===== config.mk =====
export PLATFORM = sky130hd
export DESIGN_NAME = dro_pulse_sequencer_flat
export DESIGN_NICKNAME = d
export VERILOG_FILES = /design/src/rtl/dro_pulse_sequencer_if.sv /design/src/rtl/dro_pulse_sequencer.sv /design/src/flat_wrapper.sv
export SDC_FILE = /design/constraint.sdc
export NUM_CORES = 1
export LEC_CHECK = 0
export CAP_MARGIN = 0
export CORE_MARGIN = 2
export CORE_UTILIZATION = 40
export DETAILED_ROUTE_END_ITERATION = 7
export PLACE_DENSITY_LB_ADDON = 0.2
export SYNTH_ARGS = -nofsm -noshare
export SYNTH_HDL_FRONTEND = slang
export SYNTH_SLANG_ARGS = --single-unit

===== constraint.sdc =====
create_clock -name clk -period 1.9 [get_ports clk]
set_input_delay 0.285 -clock clk [delete_from_list [all_inputs] [get_ports clk]]
set_output_delay 0.285 -clock clk [all_outputs]
set_load 0.01 [all_outputs]

===== src/rtl/dro_pulse_sequencer_if.sv =====
// Command handshake between control logic and dro_pulse_sequencer.
//   cmd_valid : command offered by the master
//   cmd_ready : sequencer FIFO not full (registered occupancy only)
//   cmd_op    : 00 NOP, 01 WRITE1, 10 READ, 11 WRITE1_READ
interface dro_pulse_sequencer_if;
  logic       cmd_valid;
  logic       cmd_ready;
  logic [1:0] cmd_op;

  modport master (output cmd_valid, output cmd_op, input cmd_ready);
  modport slave  (input cmd_valid, input cmd_op, output cmd_ready);
endinterface


===== src/rtl/dro_pulse_sequencer.sv =====
// Clocked driver for a basic_dro cell. Queued WRITE1/READ commands become
// toggle-coded edges on set/reset, with a minimum gap between edges on
// opposite lines so the cell's hold windows are respected.
// Ports:
//   clk, rst    : clock, asynchronous active-high reset
//   cmd         : command handshake (slave side of dro_pulse_sequencer_if)
//   set, reset  : toggle-coded lines to the DRO
//   busy        : FIFO non-empty or FSM not idle
//   issued_cnt  : wrapping count of all edges issued
//   dro_out     : DRO output, used only by the shadow checker
//   mismatch    : sticky shadow-check error
// Optional: define DRO_SHADOW_CHECK_EN to build the shadow DRO checker;
// otherwise dro_out is ignored and mismatch is tied low.
module dro_pulse_sequencer #(
  parameter int unsigned GAP_CYCLES = 3,
  parameter int unsigned QDEPTH     = 4
) (
  input  logic                        clk,
  input  logic                        rst,
  dro_pulse_sequencer_if.slave        cmd,
  output logic                        set,
  output logic                        reset,
  output logic                        busy,
  output logic [15:0]                 issued_cnt,
  input  logic                        dro_out,
  output logic                        mismatch
);

  typedef enum logic [1:0] {StIdle, StExecSet, StExecRd} state_e;

  localparam int unsigned PtrW   = $clog2(QDEPTH);
  localparam logic [PtrW:0] Depth = (PtrW+1)'(QDEPTH);
  localparam logic [3:0] GapMax  = 4'(GAP_CYCLES);
  // Gap counter is compared before it increments on this edge.
  localparam logic [3:0] GapOk   = 4'(GAP_CYCLES - 1);

  // Command FIFO
  logic [1:0]    mem_q [QDEPTH];
  logic [PtrW:0] wr_ptr_q, wr_ptr_d, rd_ptr_q, rd_ptr_d;
  logic          full, empty, push, pop;
  logic [1:0]    head;

  assign full          = (wr_ptr_q - rd_ptr_q) == Depth;
  assign empty         = wr_ptr_q == rd_ptr_q;
  assign cmd.cmd_ready = !full;
  assign push          = cmd.cmd_valid && !full;
  assign head          = mem_q[rd_ptr_q[PtrW-1:0]];

  always_ff @(posedge clk) begin
    if (push) mem_q[wr_ptr_q[PtrW-1:0]] <= cmd.cmd_op;
  end

  // Sequencer state
  state_e      state_q, state_d;
  logic [1:0]  cur_op_q, cur_op_d;
  logic        set_q, set_d, reset_q, reset_d;
  logic        has_last_q, has_last_d;  // cleared means no edge since reset
  logic        last_rd_q, last_rd_d;
  logic [3:0]  gap_q, gap_d;
  logic [15:0] cnt_q, cnt_d;
  logic        set_ok, rd_ok, set_edge, rd_edge;

  assign set_ok = !has_last_q || !last_rd_q || (gap_q >= GapOk);
  assign rd_ok  = !has_last_q ||  last_rd_q || (gap_q >= GapOk);

  always_comb begin
    state_d    = state_q;
    cur_op_d   = cur_op_q;
    set_d      = set_q;
    reset_d    = reset_q;
    has_last_d = has_last_q;
    last_rd_d  = last_rd_q;
    gap_d      = (gap_q == GapMax) ? gap_q : gap_q + 4'd1;
    set_edge   = 1'b0;
    rd_edge    = 1'b0;
    pop        = 1'b0;
    unique case (state_q)
      StIdle: begin
        if (!empty) begin
          pop      = 1'b1;
          cur_op_d = head;
          if (head[0])      state_d = StExecSet;
          else if (head[1]) state_d = StExecRd;
        end
      end
      StExecSet: begin
        if (set_ok) begin
          set_edge   = 1'b1;
          set_d      = !set_q;
          has_last_d = 1'b1;
          last_rd_d  = 1'b0;
          gap_d      = 4'd0;
          state_d    = cur_op_q[1] ? StExecRd : StIdle;
        end
      end
      StExecRd: begin
        if (rd_ok) begin
          rd_edge    = 1'b1;
          reset_d    = !reset_q;
          has_last_d = 1'b1;
          last_rd_d  = 1'b1;
          gap_d      = 4'd0;
          state_d    = StIdle;
        end
      end
      default: state_d = StIdle;
    endcase
    wr_ptr_d = push ? wr_ptr_q + 1'b1 : wr_ptr_q;
    rd_ptr_d = pop  ? rd_ptr_q + 1'b1 : rd_ptr_q;
    cnt_d    = (set_edge || rd_edge) ? cnt_q + 16'd1 : cnt_q;
  end

  always_ff @(posedge clk or posedge rst) begin
    if (rst) begin
      state_q    <= StIdle;
      cur_op_q   <= 2'b00;
      set_q      <= 1'b0;
      reset_q    <= 1'b0;
      has_last_q <= 1'b0;
      last_rd_q  <= 1'b0;
      gap_q      <= 4'd0;
      cnt_q      <= 16'd0;
      wr_ptr_q   <= '0;
      rd_ptr_q   <= '0;
    end else begin
      state_q    <= state_d;
      cur_op_q   <= cur_op_d;
      set_q      <= set_d;
      reset_q    <= reset_d;
      has_last_q <= has_last_d;
      last_rd_q  <= last_rd_d;
      gap_q      <= gap_d;
      cnt_q      <= cnt_d;
      wr_ptr_q   <= wr_ptr_d;
      rd_ptr_q   <= rd_ptr_d;
    end
  end

  assign set        = set_q;
  assign reset      = reset_q;
  assign issued_cnt = cnt_q;
  assign busy       = !empty || (state_q != StIdle);

`ifdef DRO_SHADOW_CHECK_EN
  // Shadow DRO: once written it stays set, and every read flips its output.
  logic       shadow_q, shadow_d, exp_out_q, exp_out_d;
  logic       sync1_q, sync2_q, mismatch_q, mismatch_d;
  logic [2:0] quiet_q, quiet_d;  // cycles since last reset edge, saturating at 4

  always_comb begin
    shadow_d   = shadow_q | set_edge;
    exp_out_d  = exp_out_q ^ (rd_edge & shadow_q);
    quiet_d    = rd_edge ? 3'd0 : ((quiet_q == 3'd4) ? quiet_q : quiet_q + 3'd1);
    mismatch_d = mismatch_q | ((quiet_q == 3'd4) && (sync2_q != exp_out_q));
  end

  always_ff @(posedge clk or posedge rst) begin
    if (rst) begin
      shadow_q   <= 1'b0;
      exp_out_q  <= 1'b0;
      sync1_q    <= 1'b0;
      sync2_q    <= 1'b0;
      quiet_q    <= 3'd4;
      mismatch_q <= 1'b0;
    end else begin
      shadow_q   <= shadow_d;
      exp_out_q  <= exp_out_d;
      sync1_q    <= dro_out;
      sync2_q    <= sync1_q;
      quiet_q    <= quiet_d;
      mismatch_q <= mismatch_d;
    end
  end

  assign mismatch = mismatch_q;
`else
  logic unused_dro_out;
  assign unused_dro_out = dro_out;
  assign mismatch       = 1'b0;
`endif

endmodule


===== src/flat_wrapper.sv =====
// flat-port wrapper written by rule: the top's interface ports become plain ports
module dro_pulse_sequencer_flat 
#(
  parameter int unsigned GAP_CYCLES = 3,
  parameter int unsigned QDEPTH     = 4
)
  (clk, rst, set, reset, busy, issued_cnt, dro_out, mismatch, cmd_cmd_valid, cmd_cmd_op, cmd_cmd_ready);
  dro_pulse_sequencer_if cmd_i ();
  input  logic clk;
  input  logic rst;
  output logic set;
  output logic reset;
  output logic busy;
  output logic [15:0] issued_cnt;
  input  logic dro_out;
  output logic mismatch;
  input wire logic [$bits(cmd_i.cmd_valid)-1:0] cmd_cmd_valid;
  input wire logic [$bits(cmd_i.cmd_op)-1:0] cmd_cmd_op;
  output wire logic [$bits(cmd_i.cmd_ready)-1:0] cmd_cmd_ready;
  assign cmd_i.cmd_valid = cmd_cmd_valid;
  assign cmd_i.cmd_op = cmd_cmd_op;
  assign cmd_cmd_ready = cmd_i.cmd_ready;
  dro_pulse_sequencer #(.GAP_CYCLES(GAP_CYCLES), .QDEPTH(QDEPTH)) u_core (.clk(clk), .rst(rst), .cmd(cmd_i), .set(set), .reset(reset), .busy(busy), .issued_cnt(issued_cnt), .dro_out(dro_out), .mismatch(mismatch));
endmodule

Yosys cells after proc, flatten, opt, wreduce, memory -nomap -nowiden --
Memory sizes are Yosys's and may differ from the RTL's. Cells that the tools add are included.
Word-level totals: bits in read-only memories 0, memories 1, latch bits 0, bits in writable memories 8, bits in registers 34, bits of input ports 6
Cells by class: reduce and logical (&&, ||, !) cells 21, shift-type cells 0, multiply operators 0, bitwise operators 1, order comparisons 1, div/mod/pow operators 0, multiplexer cells 24, equality and inequality tests 9, add/sub/neg operators 5
Memory list:
- u_core.mem_q | words 4, width 2, read ports 1, clocked after Yosys merged registers in 0, wr ports 1, RTL line dro_pulse_sequencer.sv:38 | logic [1:0] mem_q [QDEPTH];
Operators by type and width (count):
- 16-bit by 1-bit adder with 16-bit output (second input constant) | 1
- 2-bit two-way mux | 6
- 4-bit two-way mux | 3
- 1-bit two-way mux | 11
- 4-bit case mux with 2 select lines | 1
- 3-bit by 1-bit adder with 3-bit output (second input constant) | 2
- 1-bit logical NOT | 6
- 1-bit logical OR | 6
- 2-bit case mux with 3 select lines | 1
- 2-bit AND reduction | 3
- 4-bit by 1-bit adder with 4-bit output (second input constant) | 1
- 4-bit by 2-bit equality test with 1-bit output (second input constant) | 1
- 4-bit by 2-bit greater-or-equal comparator with 1-bit output (second input constant) | 1
- 2-bit by 1-bit inequality test with 1-bit output (second input constant) | 2
- 1-bit case mux with 2 select lines | 2
- 4-bit AND reduction | 1
- 2-bit nonzero test | 2
- 3-bit equality test | 1
- 3-bit equality test (second input constant) | 1
- 3-bit by 1-bit inequality test with 1-bit output (second input constant) | 1
- 3-bit AND reduction | 1
- 3-bit subtractor | 1
- 2-bit by 1-bit equality test with 1-bit output (second input constant) | 1
- 2-bit equality test (second input constant) | 1
- other kinds (4) | 4

Longest topological paths before layout --
depth in word-level cells 6, depth in mapped cells 7

Worst setup path after synthesis --
OpenSTA, ideal clock, no wires.
path kind register to register, from register u_core.gap_q[0], to register u_core.cnt_q[1], in the netlist u_core.issued_cnt[1], arrival 1595 ps, data required time 1775 ps, slack 180 ps, buffers on the path 0, stages on the path, launching flop included 7, period minus slack after synthesis 1720 ps, cells stage by stage dfrtp_1 > inv_1 > ha_1 > nor2_1 > a41oi_4 > nand2_1 > mux2_2
Between the ends: longest elaborated chain between the ends 5, elaborated cells between the ends (all ways) 8, classes of those cells order compare: 1; mux: 4; reduce/logical: 3
Ends and longest elaborated chain:
- start, declared | RTL line dro_pulse_sequencer.sv:59 | logic [3:0] gap_q, gap_d;
- start signal, assigned | RTL line dro_pulse_sequencer.sv:132 | gap_q <= gap_d;
- 4-bit by 2-bit greater-or-equal comparator with 1-bit output * | RTL line dro_pulse_sequencer.sv:63, dro_pulse_sequencer.sv:64
- 1-bit logical OR, on equally long branches | RTL line dro_pulse_sequencer.sv:63, dro_pulse_sequencer.sv:64
- 1-bit two-way mux, on equally long branches | RTL line dro_pulse_sequencer.sv:87, dro_pulse_sequencer.sv:97
- 1-bit two-way mux | RTL line dro_pulse_sequencer.sv:77 | unique case (state_q)
- 1-bit logical OR * | RTL line dro_pulse_sequencer.sv:110 | cnt_d = (set_edge || rd_edge) ? cnt_q + 16'd1 : cnt_q;
- end signal, assigned | RTL line dro_pulse_sequencer.sv:133 | cnt_q <= cnt_d;
- end, declared | RTL line dro_pulse_sequencer.sv:60 | logic [15:0] cnt_q, cnt_d;
Every way passes the cells marked *; elsewhere a longest branch is shown, timed or not. A chain may end at the register's enable or synchronous reset.

Worst setup path in the final report --
from register u_core.state_q[0], to register u_core.cnt_q[1], in the netlist u_core.issued_cnt[1]
Between the ends: longest elaborated chain between the ends 3, elaborated cells between the ends (all ways) 5, classes of those cells eq/ne: 2; mux: 2; reduce/logical: 1
Ends and longest elaborated chain:
- start, declared | RTL line dro_pulse_sequencer.sv:54 | state_e state_q, state_d;
- start signal, assigned | RTL line dro_pulse_sequencer.sv:115 | state_q <= StIdle;
- start signal, assigned | RTL line dro_pulse_sequencer.sv:126 | state_q <= state_d;
- 2-bit by 1-bit equality test with 1-bit output / 2-bit equality test (equally long branches) | RTL line dro_pulse_sequencer.sv:77
- 1-bit two-way mux | RTL line dro_pulse_sequencer.sv:77
- 1-bit logical OR * | RTL line dro_pulse_sequencer.sv:110
Marked as above.

==> reports/metrics.sh <==
OUTCOME='finished, final reports clean'
TOP_LEVEL_PORT_COUNT=27
NUMBER_OF_GLOBAL_ROUTE_VIAS_BEFORE_REPAIR=1380
P_CLK_SHARE_PCT=13.3
PLACEABLECOREAREA_UM2=5070
CHIPHEIGHT_UM=76.4
SYNTH_EDF_COUNT=8
AREA_DELTA_SYNTH_FINAL_PCT=25.3
MULTIINPUTGATEAREA_UM2=1010
CTS_TREE='built'
GRT_OVERFLOW_TOTAL=0
INITIALDRTVIOLATIONCOUNT=52
NETSWITCHINGFRACTION_PCT=37.8
CLOCK_SINK_COUNT=41
INTERNAL-POWER_mW=2.57
CLOCK-ROOT-BUFFER='clkbuf_8'
CP_CLASS='reg2reg'
ROUTED-VIA-COUNT=1382
POST-ROUTE-PERIOD-UTIL_PCT=92.7
SYN_AVG_CELL_AREA_UM2=12.6
NUMBER_OF_NETS_WITH_ANTENNA_VIOLATIONS_AFTER_ROUTING=0
YS_DOMINANT_REG_CELL='dfrtp_1'
REGISTER_AREA_UM2=1070
START_UTIL_PCT=41.3
YS_SEQ_ELEMENTS=41
YS.WARNINGS.COUNT=0
SYNTH_AREA_UM2=2090
TOTAL_NET_SWITCHING_POWER_mW=1.56
POST_ROUTE_MINIMUM_PERIOD_NS=1.76
BUFFER_PORTS.INSERTED=24
GRT_PASS1_WL_MM=6.20
HTREE_NUM_LEVELS=2
POWER.COMBINATIONAL.FRACTION_PCT=53.3
SKEW_NS=0.00672
ASYNC_FLOP_SHARE_PCT=80.5
WORST_SETUP_PATH_START_KIND='flop'
FLOORPLAN.DIE_AREA_UM2=5830
PEAKVDDDROP_V=0.000712
WORSTPATHMAXFANOUT=3
DPL_WORST_SLACK_NS=0.0677
POST_SYNTH_INST_COUNT=166
PLACE_CONGESTION=0.777
MAX_CAP_VIOL_COUNT=0
CTS_MADE_BUFFERS=5
DRT_PASS1_ITERATIONS=4
HOLD_PATH_CLASS='in2async'
POWER_PER_CELL_AREA_nW_PER_UM2=1570
FMAXACHIEVABLE_MHz=568
POSTCTSHOLDBUFS=0
POSTSYNTHNETCOUNT=185
GRT_START_MAX_NET_PINS=34
GRT_USE_TOTAL_PCT=13.5
TIMING.FINAL.MAX_SLEW_VIOLATIONS=0
WORST_EP_REQUIRED_TIME_NS=2.08
ANTENNA_FOUND_INITIAL=0
SETUP_WS_NS=0.139
CLK_TRANSITION_REPORTED_PATHS_NS=0.08
DRIVE_GT1_SHARE_PCT=19.5
DP.FINAL_HPWL_MM=2.70
N_ANTENNA_CELL=0
FILL_CELLS=469
SYNTH_SEQUENTIAL_AREA_RATIO_PCT=50.9
ROWS=26
FINAL_NET_COUNT=228
DIE_X_UM=76.4
STATIC-LEAKAGE-POWER_nW=1.10
CLKLATENCYLATEPIN_NS=0.30
ROUTE.DETAILED.WL_PER_INST_UM=13.2
TIMING.CRITICAL_PATH.TO_TYPE='flop'
CLK_PATH_BUF_DEPTH=2
UNREPAIRED_SETUP_ENDPOINTS_AFTER_GLOBAL_ROUTING='no'
DRC=0
ROUTED_WIRELENGTH_MM=3.69
HOLD_VIOLATIONS=0
DRT_VIA_DENSITY=4.94
SETUP_TOTAL_NEGATIVE_SLACK_NS=0
SETUP_VIOL=0
DATA_ARRIVAL_AT_THE_ENDPOINT_OF_THE_CRITICAL_PATH_NS=1.94
SEQ_POWER_SHARE_PCT=33.4
YOSYSUNIQUECELLTYPES=40
-- state kept, by name, indices dropped and copies added (netlist names) --
name,cells
u_core.last_rd_q,1
u_core.reset,1
u_core.cur_op_q,1
u_core.mem_q,8
u_core.wr_ptr_q,3
u_core.set,1
u_core.issued_cnt,16
u_core.has_last_q,1
u_core.state_q,2
u_core.gap_q,4
u_core.rd_ptr_q,3
-- cell type report --
class / count / area share (%)
flip-flops and latches: 41 / 40.6
well taps: 70 / 3.34
multi-input cells: 113 / 38.6
repair buffers: 38 / 12.9
clock inverters: 3 / 0.477
clock buffers: 5 / 2.62
inverters: 10 / 1.43
-- worst max-delay path, cell delays in order (launching register included) --
cell and delay (ns):
dfrtp_1 0.40, ha_1 0.22, nor4_1 0.29, buf_4 0.19, nand2_1 0.07, nand2_1 0.13, mux2_2 0.34
-- kinds of logic (layout without fill, tap and decap cells) --
group,after synthesis,in the layout,synth area share [%]
multiplexers,7,7,5.38
AO/OA/AOI/OAI,14,14,6.81
buffers and inverters,12,56,2.69
adder cells (fa/ha/maj),13,13,7.77
AND/OR/NAND/NOR,53,53,15.1
flip-flops,41,41,50.9
other,1,1,0.179
XOR/XNOR,25,25,11.2
-- metrics by stage --
stage,utilization [%],hold WS [ns],power [mW],std cells,area [um2]
after CTS,51.2,0.398,4.11,280,2600
after floorplan,-,0.384,2.77,166,2090
after global placement,49.3,0.457,3.43,271,2500
after global routing,51.7,0.424,4.45,280,2620
final,51.7,0.379,4.12,280,2620
after detailed placement,49.3,0.463,3.51,271,2500
-- layer usage --
metal,part of all wire [%],track usage [%]
met1,43,16.1
met2,51,23.0
met3,4.0,3.55
met4,1.9,6.18
met5,0,0
-- cells in the mapped netlist, drive strengths merged (3+ instances only) --
cell	n	share of area (%)
nand4	6	1.8
ha	13	7.8
a31oi	3	1.9
and4	3	1.3
dfrtp	33	39
xnor2	22	9.9
nand2	10	1.8
xor2	3	1.3
and2	4	1.3
nand3	13	3.7
inv	10	1.8
a21oi	4	0.96
mux2	5	2.9
nor2	5	0.90
and3	5	1.5
edfxtp	8	11
-- power groups by stage --
stage | logic (mW) | registers [mW] | clock network (mW)
3_5_place_dp | 2.12 | 1.39 | 0
4_1_cts | 2.17 | 1.37 | 0.573
3_3_place_gp | 2.06 | 1.37 | 0
2_1_floorplan | 1.35 | 1.41 | 0
6_report | 2.20 | 1.38 | 0.549
5_1_grt | 2.42 | 1.41 | 0.614
-- worst paths after layout --
kind,from,endpoint,slack [ns],depth (start not counted)
worst max-delay path,u_core.state_q[0],u_core.issued_cnt[1],0.14,6
worst min-delay path,rst,u_core.issued_cnt[6],0.38,3
worst max register to register,u_core.state_q[0],u_core.issued_cnt[1],0.14,6
worst min register to register,u_core.reset,u_core.reset,0.47,1
max in group asynchronous,rst,u_core.issued_cnt[4],1.22,3
min in group clk,u_core.reset,u_core.reset,0.47,1
-- placed cells by master, fill, tap and decap left out, types with 3 or more instances in the layout --
cell type / Yosys / routed
dfrtp_1: 33 / 33
clkdlybuf4s50_1: 0 / 22
xnor2_1: 20 / 20
buf_4: 1 / 14
nand3_1: 12 / 12
ha_1: 13 / 11
nand2_1: 10 / 10
inv_1: 10 / 10
edfxtp_1: 8 / 8
nand4_1: 6 / 6
nor2_1: 5 / 5
and3_1: 5 / 5
clkbuf_8: 0 / 5
mux2_2: 3 / 3
and4_1: 3 / 3
xor2_1: 3 / 3
and2_1: 3 / 3
-- timing repair --
item | in CTS | in global routing
buffers inserted | 1 | 0
hold endpoints to repair | 0 | 0
setup endpoints to repair | 2 | 13
resized for setup | 6 | 6
Power figures use the tool's default switching activity.
